===== src/rtl/serial_adapter.sv =====
// serial_adapter: bridges a 32-bit valid/ready host word stream to a simple
// memory request/response port. The host sends a three-word header
// (CMD, ADDR, LEN). Writes are followed by LEN+1 data words. Reads return
// LEN+1 words on the serial output. Unknown commands set a sticky error flag.
module serial_adapter #(
    parameter int ADDR_STEP = 4
) (
    input  logic        clock,
    input  logic        reset,
    input  logic        serial_in_valid,
    output logic        serial_in_ready,
    input  logic [31:0] serial_in_bits,
    output logic        serial_out_valid,
    input  logic        serial_out_ready,
    output logic [31:0] serial_out_bits,
    output logic        mem_req_valid,
    input  logic        mem_req_ready,
    output logic        mem_req_write,
    output logic [31:0] mem_req_addr,
    output logic [31:0] mem_req_data,
    input  logic        mem_resp_valid,
    input  logic [31:0] mem_resp_data,
    output logic        error
);

    typedef enum logic [2:0] {
        ST_CMD   = 3'd0,
        ST_ADDR  = 3'd1,
        ST_LEN   = 3'd2,
        ST_WDATA = 3'd3,
        ST_WREQ  = 3'd4,
        ST_RREQ  = 3'd5,
        ST_RRESP = 3'd6,
        ST_RDATA = 3'd7
    } state_t;

    localparam logic [31:0] CMD_READ  = 32'd0;
    localparam logic [31:0] CMD_WRITE = 32'd1;
    localparam logic [31:0] ADDR_INC  = 32'(ADDR_STEP);

    state_t      state_q, state_d;
    logic [31:0] cmd_q,   cmd_d;
    logic [31:0] addr_q,  addr_d;
    logic [31:0] len_q,   len_d;
    logic [31:0] cnt_q,   cnt_d;
    logic [31:0] data_q,  data_d;
    logic        error_q, error_d;

    // The host port is open in the header states and while waiting for write data.
    logic in_open_s;
    logic in_fire_s;
    logic last_word_s;

    assign in_open_s   = (state_q == ST_CMD)  || (state_q == ST_ADDR) ||
                         (state_q == ST_LEN)  || (state_q == ST_WDATA);
    assign in_fire_s   = serial_in_valid && in_open_s;
    // The counter runs 0..LEN inclusive, so a full 32-bit LEN gives 2^32 words.
    assign last_word_s = (cnt_q == len_q);

    // State and datapath registers with synchronous active-high reset.
    always_ff @(posedge clock) begin
        if (reset) begin
            state_q <= ST_CMD;
            cmd_q   <= 32'd0;
            addr_q  <= 32'd0;
            len_q   <= 32'd0;
            cnt_q   <= 32'd0;
            data_q  <= 32'd0;
            error_q <= 1'b0;
        end else begin
            state_q <= state_d;
            cmd_q   <= cmd_d;
            addr_q  <= addr_d;
            len_q   <= len_d;
            cnt_q   <= cnt_d;
            data_q  <= data_d;
            error_q <= error_d;
        end
    end

    // Next-state and datapath update logic; every state holds until its handshake completes.
    always_comb begin
        state_d = state_q;
        cmd_d   = cmd_q;
        addr_d  = addr_q;
        len_d   = len_q;
        cnt_d   = cnt_q;
        data_d  = data_q;
        error_d = error_q;
        case (state_q)
            ST_CMD: begin
                if (in_fire_s) begin
                    cmd_d   = serial_in_bits;
                    state_d = ST_ADDR;
                end else begin
                    state_d = ST_CMD;
                end
            end
            ST_ADDR: begin
                if (in_fire_s) begin
                    addr_d  = serial_in_bits;
                    state_d = ST_LEN;
                end else begin
                    state_d = ST_ADDR;
                end
            end
            ST_LEN: begin
                if (in_fire_s) begin
                    len_d = serial_in_bits;
                    cnt_d = 32'd0;
                    if (cmd_q == CMD_WRITE) begin
                        state_d = ST_WDATA;
                    end else if (cmd_q == CMD_READ) begin
                        state_d = ST_RREQ;
                    end else begin
                        // Header fully consumed; flag it and skip the memory phase.
                        error_d = 1'b1;
                        state_d = ST_CMD;
                    end
                end else begin
                    state_d = ST_LEN;
                end
            end
            ST_WDATA: begin
                if (in_fire_s) begin
                    data_d  = serial_in_bits;
                    state_d = ST_WREQ;
                end else begin
                    state_d = ST_WDATA;
                end
            end
            ST_WREQ: begin
                if (mem_req_ready) begin
                    if (last_word_s) begin
                        state_d = ST_CMD;
                    end else begin
                        cnt_d   = cnt_q + 32'd1;
                        addr_d  = addr_q + ADDR_INC;
                        state_d = ST_WDATA;
                    end
                end else begin
                    state_d = ST_WREQ;
                end
            end
            ST_RREQ: begin
                if (mem_req_ready) begin
                    state_d = ST_RRESP;
                end else begin
                    state_d = ST_RREQ;
                end
            end
            ST_RRESP: begin
                if (mem_resp_valid) begin
                    data_d  = mem_resp_data;
                    state_d = ST_RDATA;
                end else begin
                    state_d = ST_RRESP;
                end
            end
            ST_RDATA: begin
                if (serial_out_ready) begin
                    if (last_word_s) begin
                        state_d = ST_CMD;
                    end else begin
                        cnt_d   = cnt_q + 32'd1;
                        addr_d  = addr_q + ADDR_INC;
                        state_d = ST_RREQ;
                    end
                end else begin
                    state_d = ST_RDATA;
                end
            end
            default: begin
                state_d = ST_CMD;
            end
        endcase
    end

    // Output decode from the registered state; everything is forced low while reset is held.
    always_comb begin
        serial_in_ready  = 1'b0;
        serial_out_valid = 1'b0;
        serial_out_bits  = 32'd0;
        mem_req_valid    = 1'b0;
        mem_req_write    = 1'b0;
        mem_req_addr     = 32'd0;
        mem_req_data     = 32'd0;
        error            = 1'b0;
        if (reset) begin
            error = 1'b0;
        end else begin
            error = error_q;
            case (state_q)
                ST_CMD, ST_ADDR, ST_LEN, ST_WDATA: begin
                    serial_in_ready = 1'b1;
                end
                ST_WREQ: begin
                    mem_req_valid = 1'b1;
                    mem_req_write = 1'b1;
                    mem_req_addr  = addr_q;
                    mem_req_data  = data_q;
                end
                ST_RREQ: begin
                    mem_req_valid = 1'b1;
                    mem_req_addr  = addr_q;
                end
                ST_RDATA: begin
                    serial_out_valid = 1'b1;
                    serial_out_bits  = data_q;
                end
                default: begin
                    serial_in_ready = 1'b0;
                end
            endcase
        end
    end

endmodule


===== config.mk =====
export PLATFORM = sky130hd
export DESIGN_NAME = serial_adapter
export DESIGN_NICKNAME = d
export VERILOG_FILES = /design/src/rtl/serial_adapter.sv
export SDC_FILE = /design/constraint.sdc
export NUM_CORES = 1
export LEC_CHECK = 0
export ABC_AREA = 1
export BUFFER_PORTS_ARGS = -buffer_cell sky130_fd_sc_hd__buf_2
export CORE_UTILIZATION = 51
export DETAILED_ROUTE_END_ITERATION = 16
export GPL_TIMING_DRIVEN = 0
export PLACE_DENSITY = 0.77
export RECOVER_POWER = 25
export SLEW_MARGIN = 20
export SYNTH_ARGS = -nofsm -noshare
export SYNTH_HDL_FRONTEND = slang
export SYNTH_SLANG_ARGS = --single-unit

===== constraint.sdc =====
create_clock -name clock -period 1.75 [get_ports clock]
set_clock_uncertainty 0.2 [all_clocks]
set_input_delay 0.175 -clock clock [delete_from_list [all_inputs] [get_ports clock]]
set_output_delay 0.175 -clock clock [all_outputs]
set_load 0.01 [all_outputs]

=== After elaboration in Yosys (flattened, before gate mapping) ===
Index checks and enable logic that the tools add are counted.

* Add/sub/neg operators: 2
* Bitwise logic cells: 2
* Muxes and demuxes: 40
* Eq/ne operators: 15
* Reduce and logical (&&, ||, !) cells: 17

{| class="wikitable"
|+ Operator list
! cell !! count
|-
| 32-bit 2-to-1 mux || 15
|-
| 32-bit case mux with 3 select lines || 2
|-
| 32-bit case mux with 2 select lines || 1
|-
| 32-bit by 1-bit adder with 32-bit output, second input constant || 1
|-
| 32-bit by 3-bit adder with 32-bit output, second input constant || 1
|-
| 32-bit by 1-bit == test with 1-bit output, second input constant || 1
|-
| 32-bit == test || 1
|-
| 32-bit logical NOT || 1
|-
| 3-bit case mux with 8 select lines || 1
|-
| 3-bit 2-to-1 mux || 7
|-
| 3-bit == test, second input constant || 4
|-
| 2-bit != test, second input constant || 6
|-
| 4-bit AND reduction || 3
|-
| 1-bit 2-to-1 mux || 11
|-
| 3-bit by 2-bit == test with 1-bit output, second input constant || 2
|-
| 2-bit 2-to-1 mux || 3
|-
| 3-bit nonzero test || 2
|-
| 2-bit AND reduction || 2
|-
| 4-bit OR reduction || 1
|-
| 3-bit by 1-bit == test with 1-bit output, second input constant || 1
|-
| 3-bit logical NOT || 1
|-
| 1-bit logical OR || 3
|-
| 3-bit AND reduction || 1
|-
| 1-bit NOT || 2
|-
| other kinds (3) || 3
|}

* Word-level logic and storage cells: 83
* Input bits: 70
* Output and inout bits: 101
* Register bits: 164

=== Logic depth before layout (Yosys ltp) ===
* Depth in word-level cells: 7
* Mapped depth: 13
* Gate-level depth less buffers: 12

=== Least setup slack after synthesis ===
OpenSTA, ideal clock, no wires.

* Path kind: reg-to-reg
* From: register cnt_q[0]
* To: register cnt_q[12]
* Path buffers: 0
* Slack: -0.129 ns
* Period minus slack after synthesis: 1.879 ns
* Required time: 1.418 ns
* Data arrival time: 1.546 ns
* Setup time: 0.132 ns
* Stages on the path, launching flop included: 10
* Cells stage by stage: dfxtp_1 -> ha_1 -> nand2_1 -> nor2_1 -> inv_1 -> nor2_1 -> xor2_1 -> nor2_1 -> nand4_1 -> a21oi_1

* Word-level cells in the longest chain between the ends: 4
* Elaborated cells between the ends (all ways): 6
* Classes of those cells: add/sub: 1; eq/ne: 1; mux: 4

{| class="wikitable"
|+ Ends and longest elaborated chain
! element !! line !! source
|-
| from (decl) || 45 || <nowiki>logic [31:0] cnt_q, cnt_d;</nowiki>
|-
| from (signal assigned) || 75 || <nowiki>cnt_q <= cnt_d;</nowiki>
|-
| 32-bit by 1-bit adder with 32-bit output or 32-bit == test (tied branches) || 137, 165, 58 ||
|-
| 32-bit 2-to-1 mux * || 134, 162 ||
|-
| 32-bit 2-to-1 mux (on tied branches) || 161, 133 ||
|-
| 32-bit case mux with 3 select lines * || 90 || <nowiki>case (state_q)</nowiki>
|}

Every way passes the cells marked *; elsewhere a longest branch is shown, timed or not. The select of a mux whose other input is x is not followed.
A chain may end at the register's enable or synchronous reset.

=== Worst setup path in the final report ===
* From: register state_q[1]
* To: output serial_out_bits[19]

* Word-level cells in the longest chain between the ends: 3

{| class="wikitable"
|+ Ends and longest elaborated chain
! element !! line !! source
|-
| from (decl) || 41 || <nowiki>state_t state_q, state_d;</nowiki>
|-
| from (signal assigned) || 71 || <nowiki>state_q <= state_d;</nowiki>
|-
| 3-bit == test || 193 || <nowiki>case (state_q)</nowiki>
|-
| 32-bit 2-to-1 mux || 193 ||
|-
| 32-bit 2-to-1 mux || 189 || <nowiki>if (reset) begin</nowiki>
|-
| to (decl) || 15 || <nowiki>output logic [31:0] serial_out_bits,</nowiki>
|}

Every way passes these cells.

==> flow_summary.toml <==
[run_status]
run_status = "complete, but fails checks"
violations = "negative setup slack"

[drt]
wl_met1_um = 16370
detailedRoute.firstIterationViolations = 1310
routed-via-count = 12860
drc = 0
drt_pass1_iterations = 6
route.met3.wl_um = 5157
route.top_layer_used = "met5"
final_antenna_net_count = 0
viasPerCell = 5.913
route.final.wire_length_um = 43780
met2_wirelength_um = 19010
drt-wirelength-per-cell_um = 20.14

[timing]
unrepaired_setup_endpoints_after_global_routing = "true"
finalCriticalPeriod_ps = 2199
timing.fmax_ghz = 0.4548
worst_hold_slack_ps = 55.37
max_slew_margin_pct = 41.06
tightestPinTransition_ps = 884.1
setup_ws_ps = -448.9
number_of_pins_with_negative_max_slew_slack_in_the_final_report = 0
post-route-period-util_pct = 125.7
finalHoldViolCount = 0
final-setup-viol-count = 257

[logic_synthesis]
yosys.area.top_type_share_pct = 33.97
synthArstFlopShare_pct = 0
synth_cell_type_count = 35
synth_edf_count = 0
share_of_the_yosys_chip_area_belonging_to_registers_pct = 33.97
yosys.cell_count.top_type = "sky130_fd_sc_hd__nand2_1"
synth.largest_area_cell = "sky130_fd_sc_hd__dfxtp_1"
synthesis.area_per_instance_um2 = 6.010
synthFlopType = "sky130_fd_sc_hd__dfxtp_1"
post_synth_main_area_contributors = "sky130_fd_sc_hd__dfxtp_1 34%, sky130_fd_sc_hd__nand2_1 17%, sky130_fd_sc_hd__nor2_1 13%"
post_synth_instance_area_um2 = 9664
yosys_register_bits = 164
synth_warnings = 0
top_cells_by_count_synth = "450 x sky130_fd_sc_hd__nand2_1, 331 x sky130_fd_sc_hd__nor2_1, 164 x sky130_fd_sc_hd__dfxtp_1, 152 x sky130_fd_sc_hd__inv_1, 119 x sky130_fd_sc_hd__o21ai_0"
postSynthCellCount = 1608
postSynthNetCount = 1680

[place]
detailedPlace.worstSlack_ps = -758.4
place.detailed.hpwl_um = 27650
placedCellCount = 2006
buffer_ports.inserted = 169
placed_standard_cell_area_um2 = 10840
gpl.final_weighted_congestion = 0.9736

[critical_path]
timing.setup.critical_path_class = "reg -> out"
rr_endpoint = "cnt_q[12]$_SDFFE_PP0P_"
cpMostUsedCell = "sky130_fd_sc_hd__nor2_4"
crit_path_start = "state_q[1]$_SDFF_PP0_"
path_depth = 8
timing.reg2reg.setup_slack_ps = -450
path_delay_family = "buffers and inverters"
critical-path-slowest-cell = "sky130_fd_sc_hd__dfxtp_4"
biggest_cell_delay_along_the_critical_path_ps = 410
rr_worst_depth = 11
worst_ep_arrival_time_ps = 1820
timing.critical_path.to_type = "output pin"
cell_by_cell_listing_of_the_critical_path = "nand2_4 > nor2_4 > inv_4 > nor2_4 > inv_6 > clkbuf_8 > nor2_1 > buf_2"
worst_r2r_startpoint = "cnt_q[30]$_SDFFE_PP0P_"
timing.critical_path.from_type = "flop"
crit_buf_inv = 4
worstPathRequired_ps = 1370
timing.critical_path.fanout_max = 10

[power_and_ir_drop]
ir_worst_vdd_mv = 0.7223
power_per_cell_area_nw_per_um2 = 632.0
cellLeakagePower_nw = 5.831
share_of_total_power_in_combinational_logic_pct = 15.7
power.share.switching_pct = 31.29
post-layout-total-power_w = 0.009274
power.sequential.fraction_pct = 42.6
p_switching_w = 0.002902
internal-power_w = 0.006372
clock_power_share_pct = 41.7

[global_route]
grt_overflow = 0
first_global_vias = 11330
grt_pass1_wl_um = 62750
antenna_violations_before_repair = 0
globalRouteTotalUtil_pct = 41.97
grt_max_degree = 19

[die]
dieHeight_um = 139.7
fp.dieArea_um2 = 19500
fp-row-count = 49
fp.coreArea_um2 = 18270
boundaryPins = 171
start_util_pct = 52.90
dieWidth_um = 139.7

[clock_tree]
tritoncts = "done"
cts.reportedPaths.clkPinSlew_ps = 80
total_clock_buffers_created_by_cts = 17
cts.root.buffer_cell = "sky130_fd_sc_hd__clkbuf_16"
tritoncts_num_sinks = 164
clk_path_buf_depth = 2
insertion_delay_ps = 450
htree_levels = 4

[run]
maxCapViolCount = 0

[final_layout]
n_antenna_cell = 0
layout-drive-gt1-share_pct = 32.08
relative_area_change_from_synthesis_to_final_layout_pct = 51.83
layout.nets = 2004
final_cells = 2174
fillerInstances = 1199
finalInstanceArea_um2 = 14670

[worst_hold_path]
min_delay_path_depth = 5
min_from = "serial_in_valid"
min_to = "addr_q[0]$_SDFFE_PP0P_"
timing.hold.worst.class = "in -> reg"
==> cell type report <==
class                           count  area [um^2]  area share [%]
Buffer                             80        706.9           4.818
Multi-Input combinational cell   1203         6465           44.06
Tap cell                          229        286.5           1.953
Clock inverter                     14        157.7           1.074
Sequential cell                   164         3417           23.29
Timing Repair Buffer              307         2567           17.50
Clock buffer                       18        439.2           2.993
Inverter                          159        633.1           4.315
==> state kept, by name (all words and copies together), names as in the netlist <==
register	flops
addr_q	32
cmd_q	32
cnt_q	32
data_q	32
error_q	1
len_q	32
state_q	3
==> worst min-delay path: cells and delay by family <==
| kind | cells | cell delay [ps] |
|---|---|---|
| buffers and inverters | 1 | 120 |
| AND/OR/NAND/NOR | 3 | 290 |
| AO/OA/AOI/OAI | 1 | 70 |
==> through the flow <==
| stage | TNS (ps) | utilization [%] |
|---|---|---|
| 2_1_floorplan | -472.2 | - |
| 5_1_grt | -80470 | 80.31 |
| 4_1_cts | -49950 | 74.39 |
| 3_5_place_dp | -93520 | 59.31 |
| 6_report | -65500 | 80.31 |
| 3_3_place_gp | -90280 | 59.31 |
==> how the worst max path moves through the flow <==
stage                               to  slack, ps
2_1_floorplan      serial_out_bits[10]        -10
3_3_place_gp          mem_req_addr[22]       -690
3_5_place_dp          mem_req_addr[23]       -760
4_1_cts            serial_out_bits[24]       -380
5_1_grt        addr_q[10]$_SDFFE_PP0P_       -560
6_report           serial_out_bits[19]       -450
==> timing repair <==
action | in CTS | in global routing
pin swaps | 39 | 73
hold endpoints to repair | 99 | 0
gates resized for setup | 305 | 272
cloned | 17 | 1
setup endpoints to repair | 263 | 257
setup buffers | 26 | 34
hold buffers | 65 | 0
==> metal layers <==
layer,track usage (%),up-vias
met3,9.911,237
li1,-,5769
met4,27.53,2
met2,65.80,924
met1,51.58,5923
met5,0,-
==> power by group through the flow <==
| stage | Clock [W] | Combinational [W] | Sequential (W) |
|---|---|---|---|
| 3_3_place_gp | 0 | 0.000930 | 0.00405 |
| 2_1_floorplan | 0 | 0.000575 | 0.00403 |
| 3_5_place_dp | 0 | 0.000941 | 0.00406 |
| 5_1_grt | 0.00400 | 0.00153 | 0.00396 |
| 4_1_cts | 0.00383 | 0.00124 | 0.00397 |
| 6_report | 0.00387 | 0.00145 | 0.00395 |
==> kinds of logic (layout without fill, tap and decap cells) <==
logic type | Yosys count | in the layout | synth area share (%)
compound gates | 249 | 249 | 13.44
xor+xnor | 37 | 37 | 3.353
fa+ha+maj | 2 | 2 | 0.2589
buf+inv | 241 | 578 | 10.27
flops | 164 | 164 | 33.97
simple gates | 915 | 915 | 38.71
==> placed cells by master, fill, tap and decap left out, drive strengths merged, types with 31 or more instances in the layout <==
cell,n
clkbuf,67
nand2,455
nor2,339
inv,165
a21oi,93
a31oi,31
nand4,54
nand3,47
buf,273
o21ai,120
dlygate4sd3,65
dfxtp,164
(Power assumes the default switching activity.)
